**src/rtl/clock_set_controller.sv**
```systemverilog
// Mode/sequencing controller for the MM:SS clock: 1 Hz tick, button debounce, RUN/SET_MIN/SET_SEC FSM, blink mask.
// Define CLKCTRL_AUTOREPEAT_EN to add auto-repeat of the advance button in the SET states.
module clock_set_controller #(
    parameter int unsigned CLK_HZ       = 50_000_000,
    parameter int unsigned DEBOUNCE_CYC = 1_000_000,
    parameter int unsigned BLINK_DIV    = 25_000_000,
    parameter int unsigned REPEAT_DLY   = 50_000_000,
    parameter int unsigned REPEAT_PER   = 10_000_000
) (
    input  logic       clk,
    input  logic       rst_n,
    input  logic       btn_mode,
    input  logic       btn_adv,
    output logic       tick,
    output logic       inc_min,
    output logic       inc_sec,
    output logic [3:0] blank_mask,
    output logic [1:0] mode
);
    localparam int unsigned PW = $clog2(CLK_HZ + 1);
    localparam int unsigned DW = $clog2(DEBOUNCE_CYC + 1);
    localparam int unsigned BW = $clog2(BLINK_DIV + 1);
    localparam logic [PW-1:0] PRE_LAST   = PW'(CLK_HZ - 1);
    localparam logic [DW-1:0] DEB_LAST   = DW'(DEBOUNCE_CYC - 1);
    localparam logic [BW-1:0] BLINK_LAST = BW'(BLINK_DIV - 1);

    typedef enum logic [1:0] {
        RUN     = 2'b00,
        SET_MIN = 2'b01,
        SET_SEC = 2'b10
    } state_t;

    // Bit 0 = mode button, bit 1 = advance button.
    logic [1:0]    sync1_q, sync2_q, deb_q, deb_prev_q;
    logic [DW-1:0] dcnt_q [2];
    logic          mode_press, adv_press, rep_strobe;

    state_t        state_q;
    logic [PW-1:0] pre_q;
    logic [BW-1:0] blink_q;
    logic          phase_q;
    logic          tick_q, inc_min_q, inc_sec_q;
    logic [3:0]    mask_q;

    always_ff @(posedge clk or negedge rst_n) begin
        if (!rst_n) begin
            sync1_q    <= '0;
            sync2_q    <= '0;
            deb_q      <= '0;
            deb_prev_q <= '0;
            for (int unsigned i = 0; i < 2; i++) dcnt_q[i] <= '0;
        end else begin
            sync1_q    <= {btn_adv, btn_mode};
            sync2_q    <= sync1_q;
            deb_prev_q <= deb_q;
            // Counter runs only while the synced level disagrees with the accepted one.
            for (int unsigned i = 0; i < 2; i++) begin
                if (sync2_q[i] == deb_q[i]) begin
                    dcnt_q[i] <= '0;
                end else if (dcnt_q[i] == DEB_LAST) begin
                    dcnt_q[i] <= '0;
                    deb_q[i]  <= sync2_q[i];
                end else begin
                    dcnt_q[i] <= dcnt_q[i] + 1'b1;
                end
            end
        end
    end

    assign mode_press = deb_q[0] & ~deb_prev_q[0];
    assign adv_press  = deb_q[1] & ~deb_prev_q[1] & ~mode_press;

`ifdef CLKCTRL_AUTOREPEAT_EN
    localparam int unsigned RMAX = (REPEAT_DLY > REPEAT_PER) ? REPEAT_DLY : REPEAT_PER;
    localparam int unsigned RW   = $clog2(RMAX + 1);
    localparam logic [RW-1:0] DLY_LAST = RW'(REPEAT_DLY - 1);
    localparam logic [RW-1:0] PER_LAST = RW'(REPEAT_PER - 1);

    logic          rep_act_q, rep_first_q;
    logic [RW-1:0] rep_cnt_q;

    assign rep_strobe = rep_act_q & deb_q[1] & ~mode_press &
                        (rep_cnt_q == (rep_first_q ? DLY_LAST : PER_LAST));

    always_ff @(posedge clk or negedge rst_n) begin
        if (!rst_n) begin
            rep_act_q   <= 1'b0;
            rep_first_q <= 1'b0;
            rep_cnt_q   <= '0;
        end else if (adv_press && state_q != RUN) begin
            rep_act_q   <= 1'b1;
            rep_first_q <= 1'b1;
            rep_cnt_q   <= '0;
        end else if (!rep_act_q || !deb_q[1] || mode_press) begin
            rep_act_q <= 1'b0;
            rep_cnt_q <= '0;
        end else if (rep_strobe) begin
            rep_first_q <= 1'b0;
            rep_cnt_q   <= '0;
        end else begin
            rep_cnt_q <= rep_cnt_q + 1'b1;
        end
    end
`else
    assign rep_strobe = 1'b0;
`endif

    always_ff @(posedge clk or negedge rst_n) begin
        if (!rst_n) begin
            state_q   <= RUN;
            pre_q     <= '0;
            blink_q   <= '0;
            phase_q   <= 1'b0;
            tick_q    <= 1'b0;
            inc_min_q <= 1'b0;
            inc_sec_q <= 1'b0;
            mask_q    <= '0;
        end else begin
            tick_q    <= 1'b0;
            inc_min_q <= 1'b0;
            inc_sec_q <= 1'b0;
            if (state_q == SET_MIN && phase_q)      mask_q <= 4'b1100;
            else if (state_q == SET_SEC && phase_q) mask_q <= 4'b0011;
            else                                    mask_q <= 4'b0000;

            if (mode_press) begin
                pre_q   <= '0;
                blink_q <= '0;
                phase_q <= 1'b0;
                case (state_q)
                    RUN:     state_q <= SET_MIN;
                    SET_MIN: state_q <= SET_SEC;
                    default: state_q <= RUN;
                endcase
            end else if (state_q == RUN) begin
                blink_q <= '0;
                phase_q <= 1'b0;
                if (pre_q == PRE_LAST) begin
                    pre_q  <= '0;
                    tick_q <= 1'b1;
                end else begin
                    pre_q <= pre_q + 1'b1;
                end
            end else begin
                pre_q <= '0;
                if (adv_press || rep_strobe) begin
                    inc_min_q <= (state_q == SET_MIN);
                    inc_sec_q <= (state_q == SET_SEC);
                    blink_q   <= '0;
                    phase_q   <= 1'b0;
                end else if (blink_q == BLINK_LAST) begin
                    blink_q <= '0;
                    phase_q <= ~phase_q;
                end else begin
                    blink_q <= blink_q + 1'b1;
                end
            end
        end
    end

    assign tick       = tick_q;
    assign inc_min    = inc_min_q;
    assign inc_sec    = inc_sec_q;
    assign blank_mask = mask_q;
    assign mode       = state_q;
endmodule

```
**config.mk**
```make
export PLATFORM = sky130hd
export DESIGN_NAME = clock_set_controller
export DESIGN_NICKNAME = d
export VERILOG_FILES = /design/src/rtl/clock_set_controller.sv
export SDC_FILE = /design/constraint.sdc
export NUM_CORES = 1
export LEC_CHECK = 0
export BUFFER_PORTS_ARGS = -buffer_cell sky130_fd_sc_hd__clkbuf_2
export CORE_ASPECT_RATIO = 1.2
export CORE_MARGIN = 5
export CORE_UTILIZATION = 65
export DETAILED_ROUTE_END_ITERATION = 7
export PLACE_DENSITY = 0.86
export SETUP_SLACK_MARGIN = 0.1
export SLEW_MARGIN = 25
export SYNTH_ARGS = -nofsm -noshare
export SYNTH_HDL_FRONTEND = slang
export SYNTH_SLANG_ARGS = --single-unit
```
**constraint.sdc**
```tcl
create_clock -name clk -period 5.9 [get_ports clk]
set_input_delay 0.885 -clock clk [delete_from_list [all_inputs] [get_ports clk]]
set_output_delay 0.885 -clock clk [all_outputs]
set_load 0.02 [all_outputs]
```
* Yosys cells after proc, flatten, opt, wreduce, memory -nomap -nowiden *
Cells that the tools add are included.

word-level totals
  register bits after elaboration = 109
  logic and storage cells = 69
  output and inout bits = 9
  bits of input ports = 4

cells by class
  $add $sub $neg = 4
  muxes and demuxes = 27
  bitwise logic cells = 9
  reductions and logical operators = 6
  eq/ne operators = 8

operators by type and width
  kind                                                              count
  25-bit 2-to-1 mux                                                 4
  20-bit 2-to-1 mux                                                 4
  26-bit 2-to-1 mux                                                 3
  20-bit by 1-bit adder with 20-bit output (second input constant)  2
  20-bit == test (second input constant)                            2
  26-bit by 1-bit adder with 26-bit output (second input constant)  1
  26-bit == test (second input constant)                            1
  25-bit by 1-bit adder with 25-bit output (second input constant)  1
  25-bit == test (second input constant)                            1
  1-bit 2-to-1 mux                                                  13
  1-bit NOT                                                         6
  4-bit 2-to-1 mux                                                  1
  2-bit case mux with 2 select lines                                1
  2-bit AND reduction                                               2
  4-bit nonzero test                                                1
  1-bit bitwise AND                                                 3
  1-bit == test                                                     2
  2-bit by 1-bit == test with 1-bit output (second input constant)  1
  2-bit == test (second input constant)                             1
  1-bit logical AND                                                 2
  2-bit logical NOT                                                 1
  2-bit 2-to-1 mux                                                  1

* Depth between registers and ports, before layout *
Gate-level depths: netlist of run 1.

  depth after elaboration = 7
  depth in mapped cells = 6
  mapped depth without buffers = 5

* Worst setup path before layout of run 1 *
Ideal clock, no wire load.

  path kind = flip-flop to flip-flop
  start point = register blink_q[0]
  end point = register blink_q[24]
  setup slack = 3888 ps
  cell stages (with the launch flop) = 7
  buffers on the path = 1
  data arrival time = 1918 ps
  setup time = 94 ps
  required time = 5806 ps
  clock period less this slack = 2012 ps
  cells stage by stage = dfrtp_1 > ha_1 > nand4_1 > or4_1 > clkbuf_1 > or3_1 > a211oi_1

between the ends
  cells in the longest elaborated chain, start to end = 5
  elaborated cells between the ends (all ways) = 6
  classes of those cells = 1 x add/sub; 1 x eq/ne; 4 x mux

ends and longest elaborated chain
  element                                                                            RTL line  source
  start, declared                                                                    40        logic [BW-1:0] blink_q;
  start signal, assigned                                                             155       blink_q <= blink_q + 1'b1;
  25-bit by 1-bit adder with 25-bit output / 25-bit == test (equally long branches)  155, 151
  25-bit 2-to-1 mux (*)                                                              151       end else if (blink_q == BLINK_LAST) begin
  25-bit 2-to-1 mux (*)                                                              146       if (adv_press || rep_strobe) begin
  25-bit 2-to-1 mux (*)                                                              135       end else if (state_q == RUN) begin
  25-bit 2-to-1 mux (*)                                                              126       if (mode_press) begin

Mark *: on every way between the ends. The rest lies on a longest branch, timed or not.
A chain may end at the register's enable or synchronous reset.

* Worst setup path in the final report of run 1 *
  start point = register pre_q[16]
  end point = register pre_q[12]

between the ends
  cells in the longest elaborated chain, start to end = 4

ends and longest elaborated chain
  element                 RTL line  source
  start, declared         39        logic [PW-1:0] pre_q;
  start signal, assigned  142       pre_q <= pre_q + 1'b1;
  26-bit == test          138       if (pre_q == PRE_LAST) begin
  26-bit 2-to-1 mux       138
  26-bit 2-to-1 mux       135
  26-bit 2-to-1 mux       126

Every way passes these cells.

==> results.md, run 1 <==
* Outcome: completed
* Post-cts resize count at 0
* Async S/R FF share, synth at 1.00
* Cell taking the most area after synthesis: dfrtp_1
* Part of the power in combinational logic at 0.023
* H-Tree Depth at 3
* Yosys cell types at 40
* DP HPWL at 6.90 mm
* Setup WS pre-CTS at between 3000 and 4000 ps
* DIE WIDTH at approximately 90 µm
* Fin crit share at 0.408
* Worst skew pair latency at approximately 370 ps
* Nets at 556
* Hold WC Path Type: register to register
* Number of core rows at 36
* Worst r2r src: pre_q[16]
* Met3 wire length at ~400 µm
* Design Power at 0.00120 W
* GR Util All Layers at 0.223
* Crit-path slowest cell: or4b_2
* Reg2reg end: pre_q[12]
* Die area at 9980 µm²
* Sequential-to-total area share from yosys stat at 0.510
* Starting density of the core at 0.654
* Ys Warns at 0
* Fmax at 415 MHz
* Number of max-cap violations at 0
* Final Wtd Congestion at about 0.86
* Avg Inst Size Synth at between 9 and 10 µm²
* Wirelength per Cell at 15.7 µm
* DR DRC count at 0
* Crit path depth at 4
* Largest stage delay, worst path at 680 ps
* Net switching power at 0.000257 W
* Actual slew at the worst max-slew pin at 893 ps
* Clock transition at path regs at 90 ps
* First-pass GRT wire length at between 15 and 20 mm
* Iter 0 DRT Violations at 198
* Area grow syn2layout at 6.22%
* Critical path endpoint category: register
* Post-Syn Nets at roughly 550
* Sequential share of power at 0.617
* Worst relative slew slack at 0.404
* R2R depth at 4
* Dpl cells at 632
* Hold_ws at 357 ps
* Crit Path Class: register to register
* Post-route minimum period at about 2400 ps
* CP bufs+invs at 0
* Final non-filler cell total at 646
* Routed met2 length at ~5.2 mm
* CTS Sinks at 107
* Yosys reg bits at 107
* Top Family by Delay on Critical Path: simple AND/OR/NAND/NOR gates
* Core Region at approximately 8000 µm²
* Final Worst Setup Slack at between 3000 and 4000 ps
* Total gr overflow at 0
* WP data arrival at 2630 ps
* Post-synthesis cell area at 5250 µm²
* Setup Viol. Count Final at 0
* Pwr Density at approximately 220 nW/µm²
* Post-DRT Antenna Nets at 0
* Vias in the first global route at 3982
* IO buf count at 12
* Ratio of cells with drive above 1 in the final layout at 0.0817
* Critical-path cell list: or4b_2, nor4_1, a21o_1, nor2_1
* DR vias at 4122
* Final Hold Fails at 0
* Total Wirelength at 10.1 mm
* Ranking of synthesized cells by area: dfrtp_1, xnor2_1, nor2_1
* Die height at 108 µm
* Final setup TNS at 0 ps
* Post-Syn Instances at 539
* Clk_skew at 4.50 ps
* Worst vdd ir at 0.000107 V
* CTS buffer count at 9
* Worst setup endpoint: pre_q[12]
* Worst Setup SP: pre_q[16]
* Setup bufs post-CTS at 0
* Share of the synthesized area in the top cell type at 0.510
* Max-slew violation count at 0
* Max Used Layer: met4
* Detailed Routing Iterations Pass 1 at 4
* Maximum buffer depth of the clock tree at 2
* Hold Buf Count CTS at 0
* P_int at roughly 0.00095 W
* Top FF cell, synth: dfrtp_1
* Clk pwr share at 0.360
* Drt via density at roughly 6.4
* Metal-1 WL at 4.31 mm
* R2r setup slk at 3490 ps
* WP data required at 6130 ps
* Sw frac at 0.214
* ANT cells at 0
* Largest net degree at the start of global routing at 79
* Clock root buffer: clkbuf_8
* Initial antenna violation count at 0
* Worst-path fanout max at 24
* IO Pins at 13
* Unrepaired setup endpoints after global routing: no
* EDFF count, synth at 0
* CTS tree: yes
* Crit path launch type: register
* Leakage power at 2.15 nW
-- logic make-up (layout without fill, tap and decap cells) --
kind of cell / after synthesis / after routing / share of synthesized area
AOI/OAI and AO/OA: 77 / 77 / 0.0885
muxes: 3 / 3 / 0.00644
and+or+nand+nor: 264 / 264 / 0.275
DFF: 107 / 107 / 0.510
adders and majority gates: 4 / 4 / 0.00954
xor gates and xnor gates: 50 / 50 / 0.0835
buffers and inverters: 34 / 46 / 0.0267
-- worst min path at each step --
| stage | start | slack [ps] | depth (start not counted) | end |
|---|---|---|---|---|
| floorplan | sync1_q[0] | 330 | 0 | sync2_q[0] |
| global placement | sync1_q[1] | 340 | 0 | sync2_q[1] |
| detailed placement | sync1_q[1] | 340 | 0 | sync2_q[1] |
| CTS | sync1_q[1] | 360 | 0 | sync2_q[1] |
| global route | sync1_q[1] | 370 | 0 | sync2_q[1] |
| finish | sync1_q[1] | 360 | 0 | sync2_q[1] |
-- power groups by stage --
stage	registers, W	logic, W	clock network (W)
2_1_floorplan	0.000756	0.00000987	0
3_3_place_gp	0.000757	0.0000279	0
3_5_place_dp	0.000757	0.0000290	0
4_1_cts	0.000742	0.0000291	0.000445
5_1_grt	0.000743	0.0000331	0.000476
6_report	0.000742	0.0000281	0.000432
-- Yosys cell counts (16+ instances only) --
cell	instances
nor2_1	56
dfrtp_1	107
xnor2_1	31
or4_1	17
inv_1	16
nand2_1	35
or3_1	17
xor2_1	19
nor3_1	33
o21ai_0	20
a21oi_1	28
nand3_1	31
nand4_1	29
-- stage by stage --
step            util  area [µm²]
6_report       0.695        5570
5_1_grt        0.695        5570
4_1_cts        0.695        5570
3_5_place_dp   0.672        5390
3_3_place_gp   0.672        5390
2_1_floorplan      -        5250
-- placed cells by master, fill, tap and decap left out, drive strengths merged, types with 2 or more instances in the layout --
cell type,netlist,layout
nand2,35,35
nor3,33,33
clkbuf,12,22
mux2,3,3
xnor2,31,31
a211oi,9,9
ha,4,4
o31ai,14,14
inv,16,16
dfrtp,107,107
and2,2,2
nand4b,2,2
a31o,4,4
o21ai,20,20
a21oi,28,28
nor2,56,56
nor4b,3,3
nor4,11,11
and3,3,3
nand2b,2,2
and4,8,8
or3,17,17
nand3,31,31
nand4,31,31
xor2,19,19
buf,6,5
clkinv,0,2
nor3b,3,3
or4,17,17
or4b,4,4
or2,3,3
-- worst register-to-register path: stages, from the launching register on --
cell     delay, ps
dfrtp_1        450
or4b_2         680
nor4_1         330
a21o_1         670
nor2_1         140
-- flip-flops by register name, summed over array words and instances, names as in the netlist, 2 cells and up --
signal	count
mode	2
sync1_q	2
dcnt_q	40
sync2_q	2
pre_q	26
blank_mask	2
deb_q	2
blink_q	25
deb_prev_q	2
-- per-layer routing --
metal / track usage / vias up
met3: 0.0473 / 12
met1: 0.279 / 2039
met2: 0.374 / 85
li1: - / 1986
met5: 0 / -
met4: 0.101 / 0
-- layout make-up --
cell class / instances / area, µm²
clock buffer: 11 / 141
clock inverter: 3 / 40.0
fill: 604 / 2440
inverter: 16 / 60.1
multi-input combinational: 398 / 2440
sequential: 107 / 2680
tap: 95 / 119
timing repair buffer: 16 / 96.3
Note: power is estimated with default switching activity, not from simulation.
==> run 2, diff against run 1 <==
Settings changed: ABC_AREA set to 1, CORE_UTILIZATION 65 to 57, PLACE_DENSITY 0.86 to 0.8.
Clock period 5.9 ns to 2.1 ns, I/O delays scaled along.
==> run 2 against run 1 <==
Via count is 15% higher. Synthesized cell count is 42% higher. Critical path depth is 6 higher. Register-to-register slack worse by 3100 ps. Sequential cell count stayed put. Power grew to 3.2 times the previous value. Sequential share of layout area is 5.2 points lower. Count of clock-buffer cells in the layout stayed put. Non-clock buffer count is 3 lower. Utilization is 6.7 points lower. Critical endpoint is now dcnt_q[14].
==> results.md, run 2 <==
* Share of the synthesized area in the top cell type at 0.464 (-0.0466)
* Post-route minimum period at 1670 ps (-741 ps)
* Hold WC Path Type: input port to asynchronous set/reset pin
* R2R depth at 10 (+6)
* Worst-path fanout max at 7 (-71%)
* Largest stage delay, worst path at 370 ps (-310 ps)
* Outcome: completed
* Initial antenna violation count at 0 (unchanged)
* Area of the multi-input gates at 2720 µm² (+11%)
* Setup bufs post-CTS at 0 (unchanged)
* Crit path launch type: register
* Dpl cells at 899 (+42%)
* Worst skew pair latency at 350 ps (-20 ps)
* Drt via density at 5.18 (-19%)
* Avg Inst Size Synth at 7.55 µm² (-22%)
* Iter 0 DRT Violations at 234 (+18%)
* CP bufs+invs at 2 (+2)
* Top FF cell, synth: dfrtp_1
* Ratio of cells with drive above 1 in the final layout at 0.0887 (+0.00705)
* Fin crit share at 0.794 (+0.385)
* Post-synthesis cell area at 5780 µm² (+10%)
* GR Util All Layers at 0.202 (-0.0207)
* Worst relative slew slack at 0.628 (+0.224)
* Maximum buffer depth of the clock tree at 2 (unchanged)
* Number of max-cap violations at 0 (unchanged)
* WP data required at 2340 ps (-3790 ps)
* Pwr Density at 617 nW/µm² (+190%)
* Yosys cell types at 32 (-20%)
* Total gr overflow at 0 (unchanged)
* Die height at 120 µm (+11%)
* CTS tree: yes
* Async S/R FF share, synth at 1.00 (unchanged)
* Largest register FFs at 40 (unchanged)
* Ys Warns at 0 (unchanged)
* Final Hold Fails at 0 (unchanged)
* Reg2reg end: dcnt_q[14]
* Die area at 12300 µm² (+23%)
* Critical path endpoint category: register
* R2r setup slk at 430 ps (-3060 ps)
* Clock transition at path regs at 70 ps (-20 ps)
* Critical-path cell list: ha_1, nand2_1, nor2_1, nand2_1, inv_1, nand3_1, nand2_2, inv_1, nand2_1, nor2_1
* Area grow syn2layout at 8.34%
* Post-Syn Nets at 773 (+41%)
* Nets at 792 (+42%)
* Starting density of the core at 0.580 (-0.0746)
* Fmax at 600 MHz (+44%)
* Reg area at 2680 µm² (unchanged)
* Post-DRT Antenna Nets at 0 (unchanged)
* Unrepaired setup endpoints after global routing: no
* CTS buffer count at 9 (unchanged)
* Core Region at 9960 µm² (+24%)
* Most common cell in the netlist: nor2_1
* WP data arrival at 1910 ps (-720 ps)
* Wirelength per Cell at 12.6 µm (-20%)
* Crit-path slowest cell: dfrtp_1
* Synth top cells by count: nor2_1, nand2_1, dfrtp_1
* DP HPWL at 8.40 mm (+22%)
* H-Tree Depth at 3 (unchanged)
* Cell taking the most area after synthesis: dfrtp_1
* Vias in the first global route at 4697 (+18%)
* CTS Sinks at 107 (unchanged)
* Largest net degree at the start of global routing at 108 (+37%)
* Hold_ws at 11.9 ps (-345 ps)
* Sequential-to-total area share from yosys stat at 0.464 (-0.0466)
* Total Wirelength at 11.5 mm (+14%)
* Yosys reg bits at 107 (unchanged)
* Final setup TNS at 0 ps (unchanged)
* DIE WIDTH at 102 µm (+11%)
* First-pass GRT wire length at 20.0 mm (+12%)
* Detailed Routing Iterations Pass 1 at 4 (unchanged)
* Crit Path Class: register to register
* Worst vdd ir at 0.000587 V (+450%)
* Number of core rows at 40 (+11%)
* IO buf count at 12 (unchanged)
* Cell mode on critical path: nand2_1
* DR vias at 4738 (+15%)
* Post-Syn Instances at 765 (+42%)
* IO Pins at 13 (unchanged)
* ANT cells at 0 (unchanged)
* Commonest non-fill, non-tap cells in the layout: nor2_1, nand2_1, dfrtp_1, inv_1, nand3_1
* EDFF count, synth at 0 (unchanged)
* Hold Buf Count CTS at 0 (unchanged)
* Clk_skew at 4.73 ps (+0.227 ps)
* Ranking of synthesized cells by area: dfrtp_1, nor2_1, nand2_1
* Clock root buffer: clkbuf_16
* Worst r2r src: dcnt_q[0]
* Top Family by Delay on Critical Path: simple AND/OR/NAND/NOR gates
* Worst Setup SP: dcnt_q[0]
* Actual slew at the worst max-slew pin at 558 ps (-334 ps)
* Max-slew violation count at 0 (unchanged)
* Largest Register: dcnt_q
* Final non-filler cell total at 915 (+42%)
* FILL cells at 853 (+41%)
* Leakage power at 2.80 nW (+30%)
* DR DRC count at 0 (unchanged)
* Biggest regs: dcnt_q (40), pre_q (26), blink_q (25)
* Final Wtd Congestion at 0.914 (+6.1%)
* Commonest non-fill, non-tap cell in the layout: nor2_1
* Post-cts resize count at 0 (unchanged)
* Setup Viol. Count Final at 0 (unchanged)
-- run 2: cell type report --
| type | instances | share of cell area |
|---|---|---|
| Clock inverter | 5 | 0.00840 |
| Inverter | 85 | 0.0518 |
| Multi-Input combinational cell | 568 | 0.435 |
| Clock buffer | 11 | 0.0388 |
| Sequential cell | 107 | 0.428 |
| Timing Repair Buffer | 13 | 0.0132 |
| Tap cell | 126 | 0.0252 |
-- run 2: routing by layer --
| metal | track usage | share of wire | vias to the layer above |
|---|---|---|---|
| met3 | 0.0358 | 0.039 | 20 |
| met4 | 0.0968 | 0.026 | 0 |
| met1 | 0.237 | 0.43 | 2232 |
| met2 | 0.353 | 0.51 | 89 |
| met5 | 0 | 0 | - |
| li1 | - | - | 2397 |
-- run 2: per-stage QoR --
stage               utilization  worst slack (ps)  power, W  cell area [µm²]
floorplan                     -               637   0.00215             5780
global placement          0.599               517   0.00220             5960
detailed placement        0.599               429   0.00221             5960
CTS                       0.628               418   0.00389             6260
global route              0.628               239   0.00398             6260
finish                    0.628               433   0.00386             6260
-- run 2: where the power goes --
group	switching, W	internal, W	total [W]
clock	0.000746	0.000952	0.00170
combinational	0.0000627	0.0000179	0.0000806
sequential	0.0000100	0.00207	0.00208
-- run 2: kinds of logic (layout without fill, tap and decap cells) --
| logic type | Yosys count | in the layout | synth area share |
|---|---|---|---|
| fa+ha+maj | 4 | 4 | 0.00867 |
| buf+inv | 90 | 114 | 0.0654 |
| xor+xnor | 43 | 43 | 0.0652 |
| flops | 107 | 107 | 0.464 |
| compound gates | 17 | 17 | 0.0152 |
| simple gates | 504 | 504 | 0.382 |
-- run 2: how the worst max path moves through the flow --
stage | end | slack, ps | cells past startpoint
6_report | dcnt_q[14] | 430 | 10
5_1_grt | dcnt_q[14] | 240 | 10
4_1_cts | dcnt_q[14] | 420 | 10
3_5_place_dp | dcnt_q[14] | 430 | 10
3_3_place_gp | dcnt_q[18] | 520 | 10
2_1_floorplan | pre_q[9] | 640 | 9
